File: config.mk
export PLATFORM = sky130hd
export DESIGN_NAME = crc8_byte_step
export DESIGN_NICKNAME = d
export VERILOG_FILES = /design/src/rtl/crc_pkg.sv /design/src/rtl/crc8_byte_step.sv
export SDC_FILE = /design/constraint.sdc
export NUM_CORES = 1
export LEC_CHECK = 0
export ABC_AREA = 0
export BUFFER_PORTS_ARGS = -buffer_cell sky130_fd_sc_hd__buf_2
export CAP_MARGIN = 15
export CORE_AREA = 5 5 42 44
export DETAILED_ROUTE_END_ITERATION = 16
export DIE_AREA = 0 0 47 49
export PLACE_DENSITY_LB_ADDON = 0.15
export SETUP_SLACK_MARGIN = 0.05
export SLEW_MARGIN = 20
export SYNTH_ARGS = -nofsm -noshare
export SYNTH_HDL_FRONTEND = slang
export SYNTH_SLANG_ARGS = --single-unit
File: constraint.sdc
create_clock -name vclk -period 1.95
set_input_delay 0.39 -clock vclk [all_inputs]
set_output_delay 0.39 -clock vclk [all_outputs]
set_load 0.02 [all_outputs]
File: src/rtl/crc_pkg.sv
// Shared CRC-8 constants, FSM state type and the per-frame status record.
package crc_pkg;

    localparam int WIDTH   = 8;
    localparam logic [WIDTH-1:0] POLY = 8'h07;
    localparam int MAX_LEN = 64;
    localparam int CNT_W   = $clog2(MAX_LEN + 2);

    typedef enum logic [1:0] {
        IDLE,
        RECV,
        REPORT
    } state_t;

    typedef struct packed {
        logic             crc_ok;
        logic             len_err;
        logic             parity_err;
        logic [CNT_W-1:0] byte_cnt;
        logic [WIDTH-1:0] crc_value;
    } frame_status_t;

endpackage

File: src/rtl/crc8_byte_step.sv
// One byte of MSB-first CRC-8 (init/no reflection handled by the caller).
module crc8_byte_step
    import crc_pkg::*;
(
    input  logic [WIDTH-1:0] crc_in,
    input  logic [7:0]       data,
    output logic [WIDTH-1:0] crc_out
);

    always_comb begin
        crc_out = crc_in ^ data;
        for (int unsigned i = 0; i < 8; i++) begin
            crc_out = crc_out[WIDTH-1] ? ((crc_out << 1) ^ POLY) : (crc_out << 1);
        end
    end

endmodule

== Yosys cells after proc, flatten, opt, wreduce, memory -nomap -nowiden ==
Index checks and enable logic that the tools add are counted.
Cells by class
  mux-type cells: 8
  bitwise operators: 9
Operators by type and width (number)
  $mux W3: 8
  $not A3 Y3: 8
  $xor A8 B8 Y8: 1
Storage, ports and cells
  bits in registers: 0
  bits of input ports: 16
  output and inout port bits: 8
  logic and storage cells: 17

== Longest topological paths before layout ==
  depth after elaboration: 17
  mapped depth: 3
  gate-level depth less buffers: 3

== Worst setup path after synthesis ==
OpenSTA, ideal clock, no wires.
  kind: input to output
  from: in data[6]
  to: out crc_out[1]
  arrival time: 1.545 ns
  required time: 1.560 ns
  setup slack: 0.015 ns
  stages on the path: 3
  path buffers: 0
  path through: xnor2_1 xnor3_2 xnor2_1
On the way
  longest elaborated chain between the ends: 3
RTL lines
  start: declaration: line crc8_byte_step.sv:6  | input logic [7:0] data,
  $xor A8 B8 Y8: line crc8_byte_step.sv:11  | crc_out = crc_in ^ data;
  $mux W3 (2 in series): line crc8_byte_step.sv:13  | crc_out = crc_out[WIDTH-1] ? ((crc_out << 1) ^ POLY) : (crc_out << 1);
  end: declaration: line crc8_byte_step.sv:7  | output logic [WIDTH-1:0] crc_out
No other way between the ends.

== Final worst setup path ==
  from: in data[0]
  to: out crc_out[2]
On the way
  longest elaborated chain between the ends: 6
RTL lines (line)
  $xor A8 B8 Y8 (*): crc8_byte_step.sv:11
  $not A3 Y3 (no line)
  $mux W3 (*): crc8_byte_step.sv:13
  $not A3 Y3 (no line)
  $mux W3 (*) (2 in series): crc8_byte_step.sv:13
Mark *: on every way between the ends. The rest lies on a longest branch, timed or not.

==> impl_metrics.json <==
{
  "post_synth_main_area_contributors": "sky130_fd_sc_hd__xnor2_1 49%, sky130_fd_sc_hd__xnor3_2 22%, sky130_fd_sc_hd__xor2_1 21%, sky130_fd_sc_hd__xor2_2 7.6%",
  "congestion_overflow_gr": 0,
  "slew-limit-headroom_pct": 81.5,
  "leakage_power_figure_nw": 0.199,
  "hold_path.startpoint": "crc_in[2]",
  "critPathMaxStageDelay_ns": 0.47,
  "syn2layout_area_growth_pct": 81.2,
  "start_kind": "input pin",
  "drtIter0Drc": 0,
  "nNetsFinal": 64,
  "via_count_of_the_first_global_routing_pass": 225,
  "path_class": "in2out",
  "antenna_left": 0,
  "maxSlewViolCount": 0,
  "routed_wirelength_um": 507,
  "grtUsageMet2_pct": 7.47,
  "cp_slowest_cell": "sky130_fd_sc_hd__xnor3_2",
  "floorplan.rows": 14,
  "crit_arrival_ns": 1.45,
  "clkbuf_count": 0,
  "synthMostInstantiatedCell": "sky130_fd_sc_hd__xnor2_1",
  "layout-drive-gt1-share_pct": 67.4,
  "post_synth_most_frequent_cells": "12 x sky130_fd_sc_hd__xnor2_1, 5 x sky130_fd_sc_hd__xor2_1, 2 x sky130_fd_sc_hd__xnor3_2, 1 x sky130_fd_sc_hd__xor2_2",
  "numPortBuffers": 24,
  "numSequentialCells": 0,
  "outcome": "complete, no violations",
  "worst_ep_required_time_ns": 1.56,
  "fillerInstances": 162,
  "power_density_relative_to_cell_area_mw_per_mm2": 777,
  "postSynthCellCount": 20,
  "min_delay_path_depth": 4,
  "share_of_the_clock_period_used_by_the_worst_path_after_layout_pct": 94.3,
  "netlist-cell-type-count": 4,
  "critPathMaxFanout": 3,
  "synthDominantAreaCellType": "sky130_fd_sc_hd__xnor2_1",
  "maxCapViolCount": 0,
  "final_hold_viol_count": 0,
  "placed_cells": 62,
  "vias_per_cell": 3.42,
  "layout.cells.non_filler": 62,
  "grt_use_total_pct": 4.43,
  "timing.fmax_ghz": 0.544,
  "post-cts-setup-buffer-count": 0,
  "globalRoute.busiestLayer": "met2",
  "syn-cell-area_um2": 213,
  "antenna_found_initial": 0,
  "sequential_standard_cell_area_um2": 0,
  "routabilityCongestion": 0.562,
  "hold_class": "in2out",
  "cts_hold_bufs": 0,
  "detail_route.wl_per_cell_um": 8.18,
  "floorplan.die.width_um": 47,
  "m1_gr_usage_pct": 5.90,
  "final_util_pct": 27.5,
  "initial_core_util_pct": 15.2,
  "fin_crit_ns": 1.84,
  "power.ir.vdd_worst_mv": 0.386,
  "post_synth.cell_area_avg_um2": 10.6,
  "path_cells": "buf_2 > xor2_1 > xnor3_2 > xnor2_1 > buf_2",
  "insertedDiodeCount": 0,
  "met3_usage_pct": 1.11,
  "ioPinCount": 24,
  "multi_input_logic_area_um2": 228,
  "grt_setup_unrepaired": "true",
  "design.core.area_mm2": 0.00140,
  "ys_seq_area_share_pct": 0,
  "whs_endpoint": "crc_out[4]",
  "critPathMostFrequentCell": "sky130_fd_sc_hd__buf_2",
  "grt_max_degree": 4,
  "synth_nets": 36,
  "drt_pass1_iterations": 1,
  "dr_total_vias": 212,
  "report.final.setup_viol": 0,
  "synth_largest_type_area_fraction_pct": 49.4,
  "max_slew.worst_pin.slew_ns": 0.275,
  "fp.dieArea_mm2": 0.00230,
  "drc": 0,
  "worst_setup_ep_type": "output pin",
  "grt_pass1_wl_um": 841,
  "dieHeight_um": 49,
  "ys_warn_count": 0
}
-- routing by layer --
layer	wire [um]	vias up
li1	-	113
met1	191	86
met2	240	13
met3	75	0
met4	0	0
met5	0	-
-- critical path: cells and delay by family --
| kind | cells | cell delay, ns |
|---|---|---|
| xor+xnor | 3 | 0.77 |
| buf+inv | 2 | 0.28 |
-- area by class of cell --
cell class / instances / share of cell area [%]
Timing Repair Buffer: 26 / 35.7
Multi-Input combinational cell: 20 / 59.1
Tap cell: 16 / 5.19
-- power breakdown --
part	switching, mW	leakage (nW)	internal [mW]
sequential	0	0	0
combinational	0.163	0.199	0.137
clock	0	0	0
-- cells in the final DEF (no fill, tap or decap) --
cell	count
sky130_fd_sc_hd__buf_2	23
sky130_fd_sc_hd__xor2_1	5
sky130_fd_sc_hd__buf_4	3
sky130_fd_sc_hd__xnor2_2	2
sky130_fd_sc_hd__xnor2_1	10
sky130_fd_sc_hd__xnor3_2	2
sky130_fd_sc_hd__xor2_2	1
-- per-stage QoR --
step / setup slack (ns) / total power, mW / hold slack (ns) / cell area [um2] / TNS (ns)
finish: 0.112 / 0.299 / 1.24 / 385 / 0
global route: 0.0259 / 0.325 / 1.27 / 385 / 0
CTS: 0.0505 / 0.298 / 1.25 / 375 / 0
detailed placement: 0.0349 / 0.294 / 1.25 / 368 / 0
global placement: -0.0142 / 0.299 / 1.24 / 368 / -0.0142
floorplan: 0.0151 / 0.199 / 1.06 / 213 / 0
-- cells by family after synthesis --
family and share of synthesized area, %:
XOR/XNOR 100
-- worst max-delay path by stage --
stage | start | to | cells past startpoint
6_report | data[0] | crc_out[2] | 5
2_1_floorplan | data[6] | crc_out[1] | 3
5_1_grt | data[0] | crc_out[2] | 5
3_5_place_dp | data[6] | crc_out[1] | 5
4_1_cts | data[1] | crc_out[2] | 5
3_3_place_gp | data[1] | crc_out[2] | 5
-- timing repair --
item                       4_1_cts  5_1_grt
gates resized for setup          1        2
pin swaps                        0        0
setup endpoints to repair        2        3
Power figures use the tool's default switching activity.
